`src/rtl/axi_lite_timer_slave.sv`:
```
// AXI4-Lite responder with a prescaled down-counting timer and level interrupt.
// Optional macro AXI_TIMER_SLVERR_EN: answer unmapped offsets and COUNT writes with SLVERR.
module axi_lite_timer_slave #(
   parameter int PRESCALE_W  = 16,
   parameter int COUNT_W     = 32,
   parameter int OFFSET_BITS = 12
) (
   input  logic        clk,
   input  logic        resetn,
   input  logic        i_axi_awvalid,
   output logic        o_axi_awready,
   input  logic [31:0] i_axi_awaddr,
   input  logic [2:0]  i_axi_awprot,
   input  logic        i_axi_wvalid,
   output logic        o_axi_wready,
   input  logic [31:0] i_axi_wdata,
   input  logic [3:0]  i_axi_wstrb,
   output logic        o_axi_bvalid,
   input  logic        i_axi_bready,
   output logic [1:0]  o_axi_bresp,
   input  logic        i_axi_arvalid,
   output logic        o_axi_arready,
   input  logic [31:0] i_axi_araddr,
   input  logic [2:0]  i_axi_arprot,
   output logic        o_axi_rvalid,
   input  logic        i_axi_rready,
   output logic [31:0] o_axi_rdata,
   output logic [1:0]  o_axi_rresp,
   output logic        o_irq
);

   localparam int WW = OFFSET_BITS - 2;
   localparam logic [WW-1:0] W_CTRL   = WW'(0);
   localparam logic [WW-1:0] W_STATUS = WW'(1);
   localparam logic [WW-1:0] W_LOAD   = WW'(2);
   localparam logic [WW-1:0] W_COUNT  = WW'(3);
   localparam logic [WW-1:0] W_PRESC  = WW'(4);

   logic                  live_q;
   logic                  aw_full_q, w_full_q;
   logic [WW-1:0]         aw_word_q;
   logic [31:0]           w_data_q;
   logic [3:0]            w_strb_q;
   logic                  bvalid_q, rvalid_q;
   logic [1:0]            bresp_q, rresp_q;
   logic [31:0]           rdata_q;
   logic                  en_q, autoreload_q, irqen_q, expired_q, irq_q;
   logic [COUNT_W-1:0]    load_q, count_q;
   logic [PRESCALE_W-1:0] prescale_q, presc_cnt_q;

   logic                  aw_hs, w_hs, ar_hs, b_hs, r_hs, do_write;
   logic [WW-1:0]         wr_word, rd_word;
   logic [31:0]           wr_data;
   logic [3:0]            wr_strb;
   logic [31:0]           ctrl_word, status_word, load_word, count_word, presc_word;
   logic [31:0]           ctrl_m, load_m, presc_m;
   logic                  wr_ctrl, wr_status, wr_load, wr_presc, status_clr, tick;
   logic [31:0]           rd_val;
   logic [1:0]            wr_resp, rd_resp;
   logic                  unused_bits;

   function automatic logic [31:0] merge_bytes(input logic [31:0] old_val,
                                               input logic [31:0] new_val,
                                               input logic [3:0]  strb);
      logic [31:0] res;
      for (int i = 0; i < 4; i++) begin
         res[8*i +: 8] = strb[i] ? new_val[8*i +: 8] : old_val[8*i +: 8];
      end
      return res;
   endfunction

   // live_q holds all ready outputs low until the first cycle after reset
   assign o_axi_awready = live_q & ~aw_full_q & ~bvalid_q;
   assign o_axi_wready  = live_q & ~w_full_q & ~bvalid_q;
   assign o_axi_arready = live_q & ~rvalid_q;
   assign o_axi_bvalid  = bvalid_q;
   assign o_axi_bresp   = bresp_q;
   assign o_axi_rvalid  = rvalid_q;
   assign o_axi_rdata   = rdata_q;
   assign o_axi_rresp   = rresp_q;
   assign o_irq         = irq_q;

   assign aw_hs    = i_axi_awvalid & o_axi_awready;
   assign w_hs     = i_axi_wvalid & o_axi_wready;
   assign ar_hs    = i_axi_arvalid & o_axi_arready;
   assign b_hs     = bvalid_q & i_axi_bready;
   assign r_hs     = rvalid_q & i_axi_rready;
   assign do_write = (aw_full_q | aw_hs) & (w_full_q | w_hs) & ~bvalid_q;

   assign wr_word = aw_full_q ? aw_word_q : i_axi_awaddr[OFFSET_BITS-1:2];
   assign wr_data = w_full_q ? w_data_q : i_axi_wdata;
   assign wr_strb = w_full_q ? w_strb_q : i_axi_wstrb;
   assign rd_word = i_axi_araddr[OFFSET_BITS-1:2];

   assign ctrl_word   = {29'b0, irqen_q, autoreload_q, en_q};
   assign status_word = {31'b0, expired_q};
   assign load_word   = 32'(load_q);
   assign count_word  = 32'(count_q);
   assign presc_word  = 32'(prescale_q);

   assign ctrl_m  = merge_bytes(ctrl_word, wr_data, wr_strb);
   assign load_m  = merge_bytes(load_word, wr_data, wr_strb);
   assign presc_m = merge_bytes(presc_word, wr_data, wr_strb);

   assign tick       = en_q & (presc_cnt_q == prescale_q);
   assign status_clr = wr_status & wr_strb[0] & wr_data[0];

   always_comb begin
      wr_ctrl   = 1'b0;
      wr_status = 1'b0;
      wr_load   = 1'b0;
      wr_presc  = 1'b0;
      if (do_write) begin
         case (wr_word)
            W_CTRL:   wr_ctrl   = 1'b1;
            W_STATUS: wr_status = 1'b1;
            W_LOAD:   wr_load   = 1'b1;
            W_PRESC:  wr_presc  = 1'b1;
            default:  ;
         endcase
      end
   end

   always_comb begin
      rd_val = '0;
      case (rd_word)
         W_CTRL:   rd_val = ctrl_word;
         W_STATUS: rd_val = status_word;
         W_LOAD:   rd_val = load_word;
         W_COUNT:  rd_val = count_word;
         W_PRESC:  rd_val = presc_word;
         default:  rd_val = '0;
      endcase
   end

`ifdef AXI_TIMER_SLVERR_EN
   assign wr_resp = ((wr_word == W_COUNT) || (wr_word > W_PRESC)) ? 2'b10 : 2'b00;
   assign rd_resp = (rd_word > W_PRESC) ? 2'b10 : 2'b00;
`else
   assign wr_resp = 2'b00;
   assign rd_resp = 2'b00;
`endif

   always_ff @(posedge clk) begin
      if (!resetn) begin
         live_q    <= 1'b0;
         aw_full_q <= 1'b0;
         w_full_q  <= 1'b0;
         aw_word_q <= '0;
         w_data_q  <= '0;
         w_strb_q  <= '0;
         bvalid_q  <= 1'b0;
         bresp_q   <= 2'b00;
         rvalid_q  <= 1'b0;
         rresp_q   <= 2'b00;
         rdata_q   <= '0;
      end else begin
         live_q <= 1'b1;
         if (aw_hs) begin
            aw_full_q <= 1'b1;
            aw_word_q <= i_axi_awaddr[OFFSET_BITS-1:2];
         end
         if (w_hs) begin
            w_full_q <= 1'b1;
            w_data_q <= i_axi_wdata;
            w_strb_q <= i_axi_wstrb;
         end
         if (do_write) begin
            bvalid_q <= 1'b1;
            bresp_q  <= wr_resp;
         end
         // holders stay occupied until the response is taken
         if (b_hs) begin
            bvalid_q  <= 1'b0;
            aw_full_q <= 1'b0;
            w_full_q  <= 1'b0;
         end
         if (ar_hs) begin
            rvalid_q <= 1'b1;
            rdata_q  <= rd_val;
            rresp_q  <= rd_resp;
         end else if (r_hs) begin
            rvalid_q <= 1'b0;
         end
      end
   end

   always_ff @(posedge clk) begin
      if (!resetn) begin
         en_q         <= 1'b0;
         autoreload_q <= 1'b0;
         irqen_q      <= 1'b0;
         expired_q    <= 1'b0;
         irq_q        <= 1'b0;
         load_q       <= '0;
         count_q      <= '0;
         prescale_q   <= '0;
         presc_cnt_q  <= '0;
      end else begin
         if (status_clr) begin
            expired_q <= 1'b0;
         end
         if (!en_q || tick) begin
            presc_cnt_q <= '0;
         end else begin
            presc_cnt_q <= presc_cnt_q + PRESCALE_W'(1);
         end
         // a terminal tick after the clear so that a coinciding set wins
         if (tick) begin
            if (count_q != '0) begin
               count_q <= count_q - COUNT_W'(1);
            end else begin
               expired_q <= 1'b1;
               if (autoreload_q) begin
                  count_q <= load_q;
               end else begin
                  en_q <= 1'b0;
               end
            end
         end
         if (wr_ctrl && wr_strb[0]) begin
            en_q         <= ctrl_m[0];
            autoreload_q <= ctrl_m[1];
            irqen_q      <= ctrl_m[2];
            if (!ctrl_m[0]) begin
               presc_cnt_q <= '0;
            end
         end
         if (wr_load) begin
            load_q <= load_m[COUNT_W-1:0];
            if (!en_q) begin
               count_q <= load_m[COUNT_W-1:0];
            end
         end
         if (wr_presc) begin
            prescale_q <= presc_m[PRESCALE_W-1:0];
         end
         irq_q <= expired_q & irqen_q;
      end
   end

   assign unused_bits = ^{i_axi_awprot, i_axi_arprot,
                          i_axi_awaddr[31:OFFSET_BITS], i_axi_awaddr[1:0],
                          i_axi_araddr[31:OFFSET_BITS], i_axi_araddr[1:0],
                          ctrl_m[31:3], load_m, presc_m};

endmodule

```
`config.mk`:
```
export PLATFORM = sky130hd
export DESIGN_NAME = axi_lite_timer_slave
export DESIGN_NICKNAME = d
export VERILOG_FILES = /design/src/rtl/axi_lite_timer_slave.sv
export SDC_FILE = /design/constraint.sdc
export NUM_CORES = 1
export LEC_CHECK = 0
export BUFFER_PORTS_ARGS = -buffer_cell sky130_fd_sc_hd__clkbuf_2
export CORE_UTILIZATION = 45
export CTS_BUF_LIST = sky130_fd_sc_hd__clkbuf_4
export CTS_CLUSTER_SIZE = 24
export DETAILED_ROUTE_END_ITERATION = 10
export HOLD_SLACK_MARGIN = 0.1
export PLACE_DENSITY_LB_ADDON = 0.1
export SYNTH_ARGS = -nofsm -noshare
export SYNTH_HDL_FRONTEND = slang
export SYNTH_SLANG_ARGS = --single-unit
```
`constraint.sdc`:
```
create_clock -name clk -period 2.45 [get_ports clk]
set_clock_uncertainty 0.15 [all_clocks]
set_input_delay 0.49 -clock clk [delete_from_list [all_inputs] [get_ports clk]]
set_output_delay 0.49 -clock clk [all_outputs]
set_load 0.02 [all_outputs]
```
# After elaboration in Yosys (flattened, before gate mapping)
# Index checks and enable logic that the tools add are counted.
dict set report totals {
  reg_bits 184
  output_inout_bits 42
  rom_bits 0
  wordCells 102
  memories 0
  ram_bits 0
  input_bits 113
  latch_bits 0
}
dict set report classes {
  n_div 0
  n_eq_ne 10
  n_mux 35
  reduce_logical 13
  shift 0
  n_mul 0
  add_sub_neg 2
  bitwise_logic 23
  n_lt_le_gt_ge 0
}
# operator count
set op_table {}
lappend op_table {{$mux W32} 6}
lappend op_table {{$pmux W32 S5} 1}
lappend op_table {{$mux W16} 3}
lappend op_table {{$mux W8} 4}
lappend op_table {{$reduce_bool A32 Y1} 1}
lappend op_table {{$sub A32 B1 Y32 const B} 1}
lappend op_table {{$eq A10 B2 Y1 const B} 3}
lappend op_table {{$eq A10 B1 Y1 const B} 2}
lappend op_table {{$eq A10 B3 Y1 const B} 2}
lappend op_table {{$logic_not A10 Y1} 2}
lappend op_table {{$mux W1} 19}
lappend op_table {{$add A16 B1 Y16 const B} 1}
lappend op_table {{$and A1 B1 Y1} 16}
lappend op_table {{$eq A16 B16 Y1} 1}
lappend op_table {{$mux W10} 1}
lappend op_table {{$reduce_and A2 Y1} 3}
lappend op_table {{$not A1 Y1} 5}
lappend op_table {{$mux W4} 1}
lappend op_table {{$ne A2 B1 Y1 const B} 2}
lappend op_table {{$reduce_bool A2 Y1} 2}
lappend op_table {{$reduce_and A3 Y1} 1}
lappend op_table {{$or A1 B1 Y1} 2}
lappend op_table {{$reduce_or A2 Y1} 1}
lappend op_table {{$logic_and A1 B1 Y1} 1}
lappend op_table {{2 further kinds} 2}

# Logic depth before layout (Yosys ltp)
dict set report depth {
  ltp_word 13
  depth_mapped 9
  mapped_depth_nobuf 8
}

# Worst setup path before layout
# OpenSTA, ideal clock, no wires.
dict set report synth_path {
  path_kind {input-to-reg}
  from {input port i_axi_awaddr[10]}
  to {register presc_cnt_q[10]}
  arrival_time_ns 2.397
  path_slack_ns -0.224
  path_stages 7
  setup_time_ns 0.128
  path_buffers 1
  required_ns 2.172
  path_cell_list {or4_1 -> nor2_1 -> o2111ai_1 -> a21oi_1 -> a2111o_1 -> clkbuf_1 -> nor2_1}
}
dict set report synth_via {
  elab_chain_cells 6
}
# item line_no
set synth_lines {}
lappend synth_lines {{start, declared} 12} ;# input logic [31:0] i_axi_awaddr,
lappend synth_lines {{$mux W10} 90} ;# assign wr_word = aw_full_q ? aw_word_q : i_axi_awaddr[OFFSET_BITS-1:2];
lappend synth_lines {{$logic_not A10 Y1} 114} ;# case (wr_word)
lappend synth_lines {{$mux W1} 114}
lappend synth_lines {{$mux W1} 113} ;# if (do_write) begin
lappend synth_lines {{$logic_and A1 B1 Y1} 221} ;# if (wr_ctrl && wr_strb[0]) begin
lappend synth_lines {{$mux W16} 221}
lappend synth_lines {{end signal, assigned} 206} ;# presc_cnt_q <= presc_cnt_q + PRESCALE_W'(1);
lappend synth_lines {{end, declared} 49} ;# logic [PRESCALE_W-1:0] prescale_q, presc_cnt_q;
# No other way between the ends.
# A chain may end at the register's enable or synchronous reset.

# Worst setup path after layout
dict set report layout_path {
  from {register count_q[18]}
  to {register count_q[8]}
}
dict set report layout_via {
  elab_chain_cells 5
}
# item line_no
set layout_lines {}
lappend layout_lines {{start, declared} 48} ;# logic [COUNT_W-1:0] load_q, count_q;
lappend layout_lines {{start signal, assigned} 211} ;# count_q <= count_q - COUNT_W'(1);
lappend layout_lines {{start signal, assigned} 215} ;# count_q <= load_q;
lappend layout_lines {{start signal, assigned} 232} ;# count_q <= load_m[COUNT_W-1:0];
lappend layout_lines {{$reduce_bool A32 Y1 (*)} 210} ;# if (count_q != '0) begin
lappend layout_lines {{$mux W32 (*)} 210}
lappend layout_lines {{$mux W32 (*)} 209} ;# if (tick) begin
lappend layout_lines {{$mux W32} 231} ;# if (!en_q) begin
lappend layout_lines {{$mux W32 (*)} 229} ;# if (wr_load) begin
# Every way passes the cells marked *; elsewhere a longest branch is shown, timed or not.

==> PnR_summary.wiki <==
{| class="wikitable"
! Metric !! Value
|-
| Run status || finished with violations
|-
| Failing checks || setup timing
|-
| Top Family by Delay on Critical Path || simple AND/OR/NAND/NOR gates
|-
| Final global-route overflow total || 0
|-
| Number of hold violations in the final report || 0
|-
| Net switching component of the power || 1770 uW
|-
| Die Y-Extent || 146 um
|-
| Row count || 52
|-
| Slack of the worst reg-to-reg path || -0.12 ns
|-
| Drt first-iter violations || 843
|-
| Clock insertion delay at the later pin of the skew report || 0.59 ns
|-
| Clock transition time at the flip-flop clock pins of the worst setup and hold paths || 0.17 ns
|-
| Setup repair after global routing missed its margin || true
|-
| Total Negative Setup Slacks || -0.949 ns
|-
| Total clock buffers created by CTS || 17
|-
| Most used DFF post-synth || dfxtp_1
|-
| CTS tree || built
|-
| Library cell contributing the largest single delay on the critical path || or4_4
|-
| WHS || 0.156 ns
|-
| Max-slew violations || 0
|-
| Endpoint class of the critical path || register
|-
| Largest net degree at the start of global routing || 38
|-
| Number of enable-type register cells in the synthesized netlist || 0
|-
| Detailed-route wire length per cell || 17.9 um
|-
| DRC Markers || 0
|-
| Vias || 9842
|-
| Fraction of the cycle the final worst path needs || 105%
|-
| Final critical delay including setup and external delays || 2.57 ns
|-
| Total buffers and inverters traversed by the critical path || 2
|-
| Largest fanout on the critical path || 19
|-
| CP arrival || 2.90 ns
|-
| Clk sink count || 184
|-
| Total placed cells including tap cells || 1613
|-
| Area of the die || 21300 um^2
|-
| Average instance area after synthesis || 7.93 um^2
|-
| Routability congestion estimate || 0.892
|-
| Vias in the first global route || 8982
|-
| P_leak || 0.00504 uW
|-
| Highest Signal Layer || met4
|-
| Number of routed nets with antenna violations || 0
|-
| Count of maximum capacitance violations || 0
|-
| H-Tree Depth || 4
|-
| Worst path max stage delay || 0.53 ns
|-
| Num ports || 155
|-
| Final-report setup violation count || 17
|-
| Area of the mapped netlist || 9310 um^2
|-
| Layout cell share with drive strength beyond 1 || 24.5%
|-
| Detailed route wirelength on metal3 || 1800 um
|-
| Core Box Area || 20200 um^2
|-
| Total number of nets in the final design || 1534
|-
| Global-route wire length before repair || 48000 um
|-
| Length of routed met2 wiring || 13900 um
|-
| Synth cell types || 69
|-
| Synthesis-to-finish area growth || 30.6%
|-
| Setup slack of the critical path after layout || -0.125 ns
|-
| Series of cell instances along the critical path || or4_4 > buf_4 > nor4_4 > and4_4 > buf_12 > or3_1 > a21oi_1 > a2111oi_0
|-
| Sequential area share after synthesis || 39.6%
|-
| Count of warnings emitted by yosys || 0
|-
| Cell Int Power || 3970 uW
|-
| Crit Path Class || reg -> reg
|-
| Switching part of the total power || 30.9%
|-
| Filler-free cell count of the finished design || 1702
|-
| Antenna violations before repair || 1
|-
| Required time at the endpoint of the critical path || 2.78 ns
|-
| Total wirelength of the detailed-routed design || 30500 um
|-
| CTS Root Buffer Type || clkbuf_4
|-
| Type of the most critical hold path || in -> reg
|-
| Power density normalized to cell area || 472 nW/um^2
|-
| Async SR Flop Fraction || 0%
|-
| Count of port buffers added during placement || 100
|-
| Detailed placer's ending HPWL || 22000 um
|-
| Worst vdd rail ir drop || 0.408 mV
|-
| DIE WIDTH || 146 um
|-
| Register bit total from synthesis || 184
|-
| WL met1 || 13900 um
|-
| Pre-CTS worst setup slack || -0.213 ns
|-
| Area of all placed cells without fillers || 12200 um^2
|-
| Type of element launching the critical path || register
|-
| All-layer global routing usage || 28.7%
|-
| Fraction of power consumed by the clock network || 31.9%
|-
| Detailed-router iteration count before antenna repair || 6
|-
| Fmax achieved || 388 MHz
|-
| Placed standard-cell area || 11100 um^2
|-
| Initial Util || 46.0%
|-
| Per-cell via count in the routed design || 5.78
|-
| Combinational cell fraction of total power || 14.5%
|-
| Reg power frac || 53.7%
|-
| Syn Inst Count || 1174
|-
| Largest buffer count on any clock path || 2
|}
-- power groups by stage --
stage	registers (uW)	clock network (uW)	logic, uW
detailed placement	3140	0	708
floorplan	3130	0	423
CTS	3080	1860	795
global route	3090	1980	896
global placement	3140	0	706
finish	3080	1830	829
-- sequential cells by signal (all words and copies together) (netlist names), 4 cells and up --
register	cells
aw_word_q	10
w_strb_q	4
count_q	32
load_q	32
prescale_q	16
o_axi_rdata	32
w_data_q	32
presc_cnt_q	16
-- cells in the mapped netlist (6+ instances only) --
cell type / number / area, um^2
a22oi_1: 24 / 180
nor2b_1: 8 / 50.1
o21a_1: 6 / 45.0
clkbuf_1: 73 / 274
and2_1: 9 / 56.3
dfxtp_1: 184 / 3680
mux2i_1: 41 / 410
a221oi_1: 15 / 131
nand4_1: 10 / 62.6
o22ai_1: 8 / 50.1
a2111oi_0: 13 / 114
a22o_1: 22 / 193
and4_1: 9 / 78.8
nor4_1: 22 / 138
nand3_1: 20 / 100
xor2_1: 29 / 254
o21ai_0: 46 / 230
inv_1: 16 / 60.1
a211oi_1: 11 / 82.6
a21oi_1: 135 / 676
buf_4: 6 / 45.0
a31oi_1: 11 / 68.8
or3_1: 16 / 100
nor2_1: 110 / 413
nand2b_1: 7 / 43.8
or4_1: 6 / 45.0
nand2_1: 174 / 653
nor3_1: 42 / 210
and3_1: 14 / 87.6
-- tightest hold or removal path, stage by stage --
cell      delay, ns
clkbuf_2       0.13
inv_4          0.12
nor2_1         0.12
-- what timing repair did --
item / 4_1_cts / 5_1_grt
hold buffers: 49 / 0
pin swaps: 11 / 10
setup endpoints to repair: 23 / 38
setup buffers: 6 / 1
hold endpoints to repair: 51 / 0
resized for setup: 14 / 37
-- placed cells by master (no fill, tap or decap), drive strengths merged, types with 22 or more instances in the layout --
cell type and count:
a21oi 135, a22o 22, a22oi 24, buf 163
clkbuf 117, dfxtp 184, dlygate4sd3 49, inv 24
mux2i 41, nand2 174, nor2 111, nor3 42
nor4 25, o21ai 46, xor2 29
-- metal layers --
metal,track usage (%),vias up
met5,0,-
met4,10.8,0
met2,45.1,336
met1,39.7,4682
li1,-,4772
met3,4.26,52
-- final timing paths --
kind | to | cells after the start | startpoint
max | count_q[8]$_SDFF_PN0_ | 8 | count_q[18]$_SDFF_PN0_
min reg2reg | w_data_q[1]$_SDFFE_PN0P_ | 2 | w_data_q[1]$_SDFFE_PN0P_
min | load_q[13]$_SDFFE_PN0P_ | 3 | resetn
max reg2reg | count_q[8]$_SDFF_PN0_ | 8 | count_q[18]$_SDFF_PN0_
-- per-stage QoR --
| stage | power (uW) | util [%] |
|---|---|---|
| CTS | 5740 | 59.3 |
| global placement | 3850 | 54.8 |
| global route | 5960 | 60.1 |
| finish | 5740 | 60.1 |
| floorplan | 3550 | - |
| detailed placement | 3850 | 54.8 |
-- logic make-up after synthesis --
logic type | count (synthesis) | share of synthesized area (%)
AO/OA/AOI/OAI | 340 | 23.9
XOR/XNOR | 31 | 2.92
adder cells (fa/ha/maj) | 3 | 0.403
buffers and inverters | 106 | 4.66
flip-flops | 184 | 39.6
multiplexers | 43 | 4.65
other | 1 | 0.0403
AND/OR/NAND/NOR | 466 | 23.9
-- area by class of cell --
cell class                 instances  area [um^2]
inverter                          16         62.6
timing repair buffer             312         2320
tap                              270          338
fill                            1848         8080
multi-input combinational        887         5440
clock buffer                      17          128
clock inverter                    15          179
antenna                            1         2.50
sequential                       184         3690
Power figures use the tool's default switching activity.
